## src/rtl/alu_control_mdu.sv

```systemverilog
// alu_control_mdu: ALU select decode plus an iterative multiply/divide unit.
// Ports:
//   Clk, Reset_n          clock, asynchronous active-low reset
//   Funct, ALUOp          instruction funct field and operation class
//   Start, A, B           MDU request and operands (captured on accept)
//   Saida, Break          combinational ALU select and BREAK flag
//   Busy, Done            MDU in progress, one-cycle completion pulse
//   Hi, Lo                MDU result registers
//   DivZero, Unimpl       sticky divide-by-zero flag, rejected-divide pulse
// Define ALU_CTRL_DIV_EN to build the divider; without it DIV/DIVU are rejected.
module alu_control_mdu #(
    parameter int WIDTH = 32,
    parameter int CNT_W = $clog2(WIDTH)
) (
    input  logic             Clk,
    input  logic             Reset_n,
    input  logic [5:0]       Funct,
    input  logic [2:0]       ALUOp,
    input  logic             Start,
    input  logic [WIDTH-1:0] A,
    input  logic [WIDTH-1:0] B,
    output logic [2:0]       Saida,
    output logic             Break,
    output logic             Busy,
    output logic             Done,
    output logic [WIDTH-1:0] Hi,
    output logic [WIDTH-1:0] Lo,
    output logic             DivZero,
    output logic             Unimpl
);
    typedef enum logic [1:0] {IDLE, MUL, DIV, FIX} state_t;
    state_t             state, start_state;
    logic [2*WIDTH-1:0] prod, mul_next, mul_res;
    logic [WIDTH:0]     mul_sum;
    logic [WIDTH-1:0]   mb, mag_a, mag_b;
    logic [CNT_W-1:0]   cnt;
    logic               sa, sb, neg_a, neg_b, mdu_req, accept;

    assign Saida = ALUOp == 3'b000 ? 3'b001 :
                   ALUOp == 3'b001 ? 3'b010 :
                   ALUOp == 3'b011 ? 3'b110 :
                   ALUOp != 3'b010 ? 3'b000 :
                   (Funct == 6'h20 || Funct == 6'h21) ? 3'b001 :
                   (Funct == 6'h22 || Funct == 6'h23) ? 3'b010 :
                   Funct == 6'h24 ? 3'b011 :
                   Funct == 6'h26 ? 3'b110 : 3'b000;
    assign Break = ALUOp == 3'b010 && Funct == 6'h0D;

    // Funct 0x18..0x1B: bit1 selects divide, bit0 selects unsigned
    assign mdu_req = Start && ALUOp == 3'b010 && Funct[5:2] == 4'b0110;
    assign neg_a   = !Funct[0] && A[WIDTH-1];
    assign neg_b   = !Funct[0] && B[WIDTH-1];
    assign mag_a   = neg_a ? -A : A;
    assign mag_b   = neg_b ? -B : B;

    // Shift-add: multiplier sits in the low half and is consumed LSB first
    assign mul_sum  = {1'b0, prod[2*WIDTH-1:WIDTH]} + (prod[0] ? {1'b0, mb} : '0);
    assign mul_next = {mul_sum, prod[WIDTH-1:1]};
    assign mul_res  = (sa ^ sb) ? -prod : prod;

`ifdef ALU_CTRL_DIV_EN
    logic               op_div, div_ge;
    logic [WIDTH:0]     div_t;
    logic [WIDTH-1:0]   div_r, div_hi, div_lo;
    logic [2*WIDTH-1:0] div_next;
    assign accept      = mdu_req;
    assign start_state = !Funct[1] ? MUL : B == '0 ? FIX : DIV;
    // Restoring divide: prod = {remainder, dividend/quotient}
    assign div_t    = prod[2*WIDTH-1:WIDTH-1];
    assign div_ge   = div_t >= {1'b0, mb};
    assign div_r    = div_ge ? div_t[WIDTH-1:0] - mb : div_t[WIDTH-1:0];
    assign div_next = {div_r, prod[WIDTH-2:0], div_ge};
    // On divide-by-zero the low half still holds |A|, so A is rebuilt from it
    assign div_lo = DivZero ? '1 : (sa ^ sb) ? -prod[WIDTH-1:0] : prod[WIDTH-1:0];
    assign div_hi = DivZero ? (sa ? -prod[WIDTH-1:0] : prod[WIDTH-1:0]) :
                    sa ? -prod[2*WIDTH-1:WIDTH] : prod[2*WIDTH-1:WIDTH];
`else
    assign accept      = mdu_req && !Funct[1];
    assign start_state = MUL;
`endif

    always_ff @(posedge Clk or negedge Reset_n) begin
        if (!Reset_n) begin
            state   <= IDLE;
            prod    <= '0;
            mb      <= '0;
            cnt     <= '0;
            sa      <= 1'b0;
            sb      <= 1'b0;
            Busy    <= 1'b0;
            Done    <= 1'b0;
            DivZero <= 1'b0;
            Unimpl  <= 1'b0;
            Hi      <= '0;
            Lo      <= '0;
`ifdef ALU_CTRL_DIV_EN
            op_div  <= 1'b0;
`endif
        end else begin
            Done   <= 1'b0;
            Unimpl <= 1'b0;
            case (state)
                IDLE: begin
                    Busy   <= accept;
                    Unimpl <= mdu_req && !accept;
                    if (accept) begin
                        state   <= start_state;
                        prod    <= {{WIDTH{1'b0}}, mag_a};
                        mb      <= mag_b;
                        sa      <= neg_a;
                        sb      <= neg_b;
                        cnt     <= CNT_W'(WIDTH - 1);
                        DivZero <= Funct[1] && B == '0;
`ifdef ALU_CTRL_DIV_EN
                        op_div  <= Funct[1];
`endif
                    end
                end
                MUL: begin
                    prod <= mul_next;
                    cnt  <= cnt - CNT_W'(1);
                    if (cnt == '0) state <= FIX;
                end
`ifdef ALU_CTRL_DIV_EN
                DIV: begin
                    prod <= div_next;
                    cnt  <= cnt - CNT_W'(1);
                    if (cnt == '0) state <= FIX;
                end
`endif
                FIX: begin
                    Done  <= 1'b1;
                    state <= IDLE;
`ifdef ALU_CTRL_DIV_EN
                    {Hi, Lo} <= op_div ? {div_hi, div_lo} : mul_res;
`else
                    {Hi, Lo} <= mul_res;
`endif
                end
                default: state <= IDLE;
            endcase
        end
    end
endmodule

```

## config.mk

```make
export PLATFORM = sky130hd
export DESIGN_NAME = alu_control_mdu
export DESIGN_NICKNAME = d
export VERILOG_FILES = /design/src/rtl/alu_control_mdu.sv
export SDC_FILE = /design/constraint.sdc
export NUM_CORES = 1
export LEC_CHECK = 0
export CORE_ASPECT_RATIO = 1.2
export CORE_MARGIN = 5
export CORE_UTILIZATION = 50
export CTS_BUF_LIST = sky130_fd_sc_hd__clkbuf_8
export DETAILED_ROUTE_END_ITERATION = 10
export MAX_ROUTING_LAYER = met4
export PLACE_DENSITY = 0.74
export SYNTH_ARGS = -nofsm -noshare
export SYNTH_HDL_FRONTEND = slang
export SYNTH_SLANG_ARGS = --single-unit
```

## constraint.sdc

```tcl
create_clock -name Clk -period 4 [get_ports Clk]
set_clock_uncertainty 0.05 [all_clocks]
set_input_delay 1.2 -clock Clk [delete_from_list [all_inputs] [get_ports Clk]]
set_output_delay 1.2 -clock Clk [all_outputs]
set_load 0.03 [all_outputs]
```

==> Word level (Yosys, flattened, before mapping) <==
Cells that the tools add are included.
{ "totals": {"reg_bits": 173, "output_inout_bits": 72, "elab_cells": 76} }
{ "op_classes": {"addsub": 5, "eq_ne": 16, "muxes": 21, "bitwise": 1, "reduce_logical": 21} }
{ "ops": {"columns": ["op", "count"], "rows": [
  ["two-way mux 64 bit", 2],
  ["case mux 64 bit (2 select lines)", 1],
  ["two-way mux 32 bit", 3],
  ["negation 32 bit", 2],
  ["negation 64 bit", 1],
  ["equality test 6 bit, second input constant", 6],
  ["adder 32 x 32 -> 33 bit", 1],
  ["logical NOT 32 bit", 1],
  ["two-way mux 3 bit", 8],
  ["case mux 5 bit (2 select lines)", 1],
  ["logical AND 1 bit", 8],
  ["equality test 3 x 2 -> 1 bit, second input constant", 2],
  ["equality test 6 x 4 -> 1 bit, second input constant", 1],
  ["AND reduction 2 bit", 3],
  ["logical NOT 5 bit", 1],
  ["two-way mux 5 bit", 1],
  ["subtractor 5 x 1 -> 5 bit, second input constant", 1],
  ["equality test 4 x 3 -> 1 bit, second input constant", 1],
  ["two-way mux 2 bit", 2],
  ["!= test 2 bit, second input constant", 2],
  ["case mux 2 bit (2 select lines)", 1],
  ["equality test 3 x 1 -> 1 bit, second input constant", 1],
  ["logical NOT 1 bit", 3],
  ["logical NOT 3 bit", 1],
  ["other kinds (8)", 10]
]} }

==> Longest topological paths before layout <==
Gate-level depths: netlist of run 1.
{ "depth": {"ltp_word": 9, "depth_mapped": 13} }

==> Worst setup path after synthesis of run 1 <==
No wires, ideal clock.
{ "synth_path": {"kind": "input to register", "start": "in A[17]", "end": "reg prod[28]", "setup_time_ns": 0.131, "arrival_ns": 3.577, "t_required_ns": 3.819, "setup_slack_ns": 0.242, "cell_stages": 7, "n_path_buf": 0, "path_cell_list": "or4_4 > or4_4 > or4_4 > or4_4 > o41ai_4 > xor2_1 > o21ai_1"} }
{ "synth_via": {"elab_chain_cells": 4} }
{ "synth_rtl": {"columns": ["element", "line", "text"], "rows": [
  ["start, declared", "20", "input logic [WIDTH-1:0] A,"],
  ["negation 32 bit", "53", "assign mag_a = neg_a ? -A : A;"],
  ["two-way mux 32 bit", "53", null],
  ["two-way mux 64 bit", "106", "if (accept) begin"],
  ["case mux 64 bit (2 select lines)", "102", "case (state)"],
  ["end signal, assigned", "108", "prod <= {{WIDTH{1'b0}}, mag_a};"],
  ["end signal, assigned", "120", "prod <= mul_next;"],
  ["end, declared", "33", "logic [2*WIDTH-1:0] prod, mul_next, mul_res;"]
]} }
Every way passes these cells. The select of a mux whose other input is x is not followed.
A chain may end at the register's enable or synchronous reset.

==> Worst setup path after layout of run 1 <==
{ "layout_path": {"start": "in Funct[5]", "end": "out Saida[0]"} }
{ "layout_via": {"elab_chain_cells": 8, "elab_cells_between_ends": 14} }
{ "layout_rtl": {"columns": ["element", "line", "text"], "rows": [
  ["start, declared", "17", "input logic [5:0] Funct,"],
  ["equality test 6 bit, on equally long branches", "45, 44", null],
  ["two-way mux 3 bit or logical OR 1 bit (tied branches)", "45, 44", null],
  ["two-way mux 3 bit", "44", "(Funct == 6'h22 || Funct == 6'h23) ? 3'b010 :"],
  ["two-way mux 3 bit *", "43", "(Funct == 6'h20 || Funct == 6'h21) ? 3'b001 :"],
  ["two-way mux 3 bit *", "42", "ALUOp != 3'b010 ? 3'b000 :"],
  ["two-way mux 3 bit *", "41", "ALUOp == 3'b011 ? 3'b110 :"],
  ["two-way mux 3 bit *", "40", "ALUOp == 3'b001 ? 3'b010 :"],
  ["two-way mux 3 bit *", "39", "assign Saida = ALUOp == 3'b000 ? 3'b001 :"],
  ["end, declared", "22", "output logic [2:0] Saida,"]
]} }
Mark *: on every way between the ends. The rest lies on a longest branch, timed or not.

==> impl_metrics.yaml, run 1 <==
outcome:
  outcome: "completed"
worst_setup_path:
  rr_worst_depth: 9
  r2r_setup_slack_ns: 0.51
  critPathKind: "input port to output port"
  max_stage_delay_ns: 0.49
  timing.rr.end: "prod[60]"
  reg2reg_from: "prod[0]"
  cp_num_buf_inv: 2
  worst-path-stages: 5
  critPathCaptureType: "output port"
  slowest_stage: "clkdlybuf4s50_1"
  worstSetupStartpointType: "input port"
  path_cells: "clkdlybuf4s50_1, nor3b_1, nand3_1, a211oi_1, buf_4"
  crit_family: "buffers and inverters"
  crit_start: "Funct[5]"
  cp_max_fo: 3
  cp.required_ns: 2.75
  crit_arrival_ns: 2.63
  endpoint: "Saida[0]"
yosys:
  synth_area_per_cell_um2: 8.48
  yosysTopAreaCell: "dfrtp_1"
  synthArstFlopShare_pct: 100
  ys_seq_area_share_pct: 39.0
  synth_area_leaders: "dfrtp_1 39%, o21ai_0 8.3%, nand2_1 6.2%"
  synth_area_um2: 11100
  synth_cell_types: 63
  ys.flop_type: "dfrtp_1"
  synth-seq-cells: 173
  synthCells: 1308
  synth_top_area_share_pct: 39.0
  synth_fp_nets: 1422
  yosys_warnings: 0
  synth_edf_count: 0
routing:
  num_vias: 10000
  routed_wl_um: 29400
  drcViolationCount: 0
  drtIter0Drc: 649
  avgRoutedWirePerCell_um: 17.1
  dr.pass1.iters: 6
  avgViaCountPerCell: 5.84
  ant_nets: 0
placement:
  place.gp.congestion: 0.948
  numPortBuffers: 147
  hpwl_um: 22600
  place_ws_ns: -0.288
pwr:
  power_mw: 5.90
  seqPwrFrac_pct: 44.6
  p_comb_share_pct: 34.1
  p_leak_nw: 5.72
  p_sw_mw: 2.46
  vdd_drop_max_mv: 0.243
  swShare_pct: 41.6
  p_clk_share_pct: 21.2
  powerDensity_nw_per_um2: 443
  internal_power_mw: 3.44
clocking:
  cts_root_buffer: "clkbuf_8"
  cts.sinks: 173
  ctsHtreeMaxLevel: 4
  clkTransAtPathRegs_ns: 0.10
  cts_setup_buffers: 0
  ctsHoldBuffers: 0
  numCtsBuffers: 17
  cts_tree: "yes"
  post_cts_resized: 0
  clock_path_buffers: 2
  clk-insertion-delay-late_ns: 0.48
sta:
  final_max_slew_viol_count: 0
  slew_headroom_pct: 21.2
  finalSetupViolCount: 0
  layout_setup_ws_ns: 0.120
  fin_crit_ns: 3.88
  max_freq_mhz: 258
  rsz0062_at_grt: "no"
  hold_viol_final: 0
  worstMarginPinSlew_ns: 1.18
  finalCritPeriodShare_pct: 97.0
  holdWs_ns: 0.432
final_layout:
  antennaDiodeCount: 0
  final_cell_mix: "183 x nand2_1, 183 x o21ai_0, 173 x dfrtp_1"
  area_growth_pct: 20.1
  fill_cells: 1952
  nNetsFinal: 1545
  drive_gt1_share_pct: 6.02
  post-route-util_pct: 61.2
grt:
  grt_pass1_vias: 9569
  gr-total-overflow: 0
  grt_pass1_wl_um: 48100
  antenna_found_initial: 0
  grt_usage_pct: 23.6
  grt_max_degree: 130
floorplan:
  dieArea_um2: 25300
  fp.coreArea_um2: 21800
  die_h_um: 173
  die_x_um: 146
  rows: 59
  initial_core_util_pct: 50.9
  ioPinCount: 148
min_path:
  hp-class: "flip-flop to flip-flop"
flow_run:
  drv_cap: 0
## Yosys cell counts (9+ instances only)
master and n:
a31oi_1 13, nand2_1 184, nor3_1 35, nor4_1 15, o21ai_0 183, xor2_1 72
dfrtp_1 173, o41ai_1 9, inv_1 26, clkbuf_1 71, and2_1 36, a22oi_1 20
xnor2_1 68, or4_1 10, nand3_1 15, a21o_1 22, nand4_1 15, ha_1 37
a21oi_1 73, nor2_1 73, or3_1 17, o31ai_1 28
## final cells by class
cell class	instances	area (um^2)	share of cell area, %
Timing Repair Buffer	178	1720	12.9
Clock inverter	15	173	1.30
Clock buffer	17	234	1.76
Tap cell	274	343	2.57
Multi-Input combinational cell	1035	6430	48.2
Sequential cell	173	4330	32.5
Inverter	26	97.6	0.732
## layer usage
| layer | track usage [%] | vias up | wire (um) |
|---|---|---|---|
| met5 | - | - | 0 |
| met4 | 7.53 | 0 | 626 |
| met3 | 3.38 | 57 | 2030 |
| met2 | 36.4 | 346 | 13300 |
| met1 | 32.3 | 4694 | 13400 |
| li1 | - | 4938 | - |
## metrics by stage
stage                     cell area (um^2)  cells  setup TNS [ns]
after floorplan                      11100   1308               0
after global placement               12900   1686          -0.908
after detailed placement             12900   1686           -1.14
after CTS                            13300   1718               0
after global routing                 13300   1718               0
final                                13300   1718               0
## state kept, by name, indices dropped and copies added, names as in the netlist
name / count
mb: 32
Done: 1
sa: 1
Unimpl: 1
prod: 64
Hi: 32
cnt: 5
DivZero: 1
state: 2
sb: 1
Busy: 1
Lo: 32
## how the worst min path moves through the flow
| stage | from | endpoint | slack [ns] | depth (start not counted) |
|---|---|---|---|---|
| 2_1_floorplan | mb[30] | mb[30] | 0.39 | 2 |
| 3_3_place_gp | mb[6] | mb[6] | 0.40 | 2 |
| 3_5_place_dp | mb[19] | mb[19] | 0.42 | 2 |
| 4_1_cts | mb[19] | mb[19] | 0.44 | 2 |
| 5_1_grt | Lo[9] | Lo[9] | 0.46 | 2 |
| 6_report | mb[30] | mb[30] | 0.43 | 2 |
## power groups by stage
stage	Combinational [mW]	Sequential (mW)	Clock, mW
2_1_floorplan	1.47	2.40	0
3_3_place_gp	1.96	2.63	0
3_5_place_dp	2.00	2.64	0
4_1_cts	2.01	2.61	1.28
5_1_grt	2.25	2.68	1.35
6_report	2.01	2.64	1.25
## kinds of logic after synthesis
logic type / Yosys count / synth area share [%]
AND/OR/NAND/NOR: 442 / 19.1
AO/OA/AOI/OAI: 411 / 22.7
flip-flops: 173 / 39.0
XOR/XNOR: 140 / 11.1
buffers and inverters: 100 / 3.39
adder cells (fa/ha/maj): 38 / 4.35
multiplexers: 4 / 0.361
## tightest hold or removal path: stages, from the launching register on
cell     delay, ns
dfrtp_1       0.35
nand2_1       0.05
o21ai_0       0.06
Note: power is estimated with default switching activity, not from simulation.
==> run 2: changes to the inputs <==
Settings changed: CORE_UTILIZATION 50 to 40, PLACE_DENSITY 0.74 to 0.61.
==> run 2 against run 1 <==
- flip-flop and latch count is the same
- design area increased by 1.4%
- sequential power is essentially flat
- first-iteration DRC count shrank 4.8%
- power rose by 0.16%
- non-clock buffer count grew 12
- highest routed layer unchanged
- hold slack lost 0.0039 ns
- die area grew 23%
- largest cell class unchanged
- sequential share of layout area shrank 0.44 points
==> impl_metrics.yaml, run 2 (synthesis gave the netlist of run 1 again) <==
outcome:
  outcome: "completed"
grt:
  grt_pass1_vias: 9583
  grt_max_degree: 100
  antenna_found_initial: 1
  gr-total-overflow: 0
  grt_pass1_wl_um: 50400
  grt_usage_pct: 20.6
placement:
  numPortBuffers: 147
  place_ws_ns: -0.265
  place.gp.congestion: 0.948
  hpwl_um: 23700
final_layout:
  area_growth_pct: 21.8
  largest_reg_flops: 64
  nNetsFinal: 1557
  regMostFlops: "prod"
  post-route-util_pct: 49.6
  final_cell_mix: "183 x nand2_1, 183 x o21ai_0, 173 x dfrtp_1"
  drive_gt1_share_pct: 6.66
sta:
  fin_crit_ns: 3.89
  rsz0062_at_grt: "no"
  finalCritPeriodShare_pct: 97.3
  finalSetupViolCount: 0
  holdWs_ns: 0.428
  slew_headroom_pct: 37.2
  final_max_slew_viol_count: 0
  layout_setup_ws_ns: 0.108
  hold_viol_final: 0
  max_freq_mhz: 257
  worstMarginPinSlew_ns: 0.942
clocking:
  clock_path_buffers: 2
  ctsHoldBuffers: 0
  cts_setup_buffers: 0
  numCtsBuffers: 17
  clkTransAtPathRegs_ns: 0.09
  cts_root_buffer: "clkbuf_8"
  ctsHtreeMaxLevel: 4
  cts.sinks: 173
  post_cts_resized: 0
  clk-insertion-delay-late_ns: 0.48
  cts_tree: "yes"
worst_setup_path:
  worstSetupStartpointType: "input port"
  crit_arrival_ns: 2.64
  cp_max_fo: 3
  cp_num_buf_inv: 2
  max_stage_delay_ns: 0.49
  critPathKind: "input port to output port"
  path_cells: "clkdlybuf4s50_1, nor3b_1, nand3_1, a211oi_1, buf_4"
  cp.required_ns: 2.75
  slowest_stage: "clkdlybuf4s50_1"
  critPathCaptureType: "output port"
  crit_family: "buffers and inverters"
floorplan:
  initial_core_util_pct: 40.7
  die_h_um: 192
  fp.coreArea_um2: 27300
  die_x_um: 162
  dieArea_um2: 31200
  ioPinCount: 148
  rows: 66
routing:
  drtIter0Drc: 618
  routed_wl_um: 30700
  ant_nets: 0
  drcViolationCount: 0
  num_vias: 9829
  avgViaCountPerCell: 5.47
  dr.pass1.iters: 5
  avgRoutedWirePerCell_um: 17.1
pwr:
  vdd_drop_max_mv: 0.191
  p_leak_nw: 5.79
  powerDensity_nw_per_um2: 438
flow_run:
  drv_cap: 0
min_path:
  hp-class: "flip-flop to flip-flop"
## run 2: cell count changes in the layout (fill, tap and decap cells not counted), sizes merged
cell      change
inv           -5
bufinv        +1
clkbuf        +2
buf          +12
clkinv        +3
diode         +1
clkinvlp      -1
## run 2: worst reg2reg max path: stages, from the launching register on
cell     delay, ns
dfrtp_1       0.50
and2_1        0.20
ha_1          0.36
a21o_1        0.24
a221o_1       0.32
a221o_1       0.30
or4_1         0.54
a221o_1       0.38
mux2i_1       0.14
a211o_1       0.22
## run 2: cell type report
| class | count | area [um^2] |
|---|---|---|
| Timing Repair Buffer | 190 | 1820 |
| Sequential cell | 173 | 4330 |
| Fill cell | 2654 | 13700 |
| Inverter | 26 | 97.6 |
| Antenna cell | 1 | 2.50 |
| Clock inverter | 13 | 141 |
| Tap cell | 340 | 425 |
| Multi-Input combinational cell | 1035 | 6430 |
| Clock buffer | 19 | 262 |
## run 2: metrics by stage
stage / instance area (um^2) / TNS (ns) / total power, mW / instances
4_1_cts: 13500 / 0 / 5.94 / 1796
5_1_grt: 13500 / 0 / 6.34 / 1797
3_3_place_gp: 13100 / -0.743 / 4.63 / 1764
6_report: 13500 / 0 / 5.91 / 1797
2_1_floorplan: 11100 / 0 / 3.87 / 1308
3_5_place_dp: 13100 / -0.952 / 4.67 / 1764
## run 2: metal layers
metal | wire length (um) | vias to the layer above | GRT usage (%)
li1 | - | 4973 | -
met1 | 15000 | 4606 | 28.1
met2 | 13800 | 222 | 32.1
met3 | 1440 | 28 | 3.44
met4 | 541 | 0 | 5.60
met5 | 0 | - | -
## run 2: final timing paths
check | startpoint | endpoint | depth (start not counted) | slack (ns)
max in group asynchronous | Reset_n | mb[16] | 2 | 2.45
min in group asynchronous | Reset_n | cnt[1] | 1 | 0.68
setup / recovery | Funct[5] | Saida[0] | 5 | 0.11
hold reg to reg | mb[18] | mb[18] | 2 | 0.43
setup reg to reg | prod[0] | prod[60] | 9 | 0.63
hold / removal | mb[18] | mb[18] | 2 | 0.43
## run 2: report_power, final
group | leakage [nW] | switching, mW | internal [mW]
Combinational | 3.25 | 1.15 | 0.867
Clock | 0.209 | 0.678 | 0.591
Sequential | 2.34 | 0.583 | 2.05
Total | 5.79 | 2.41 | 3.51
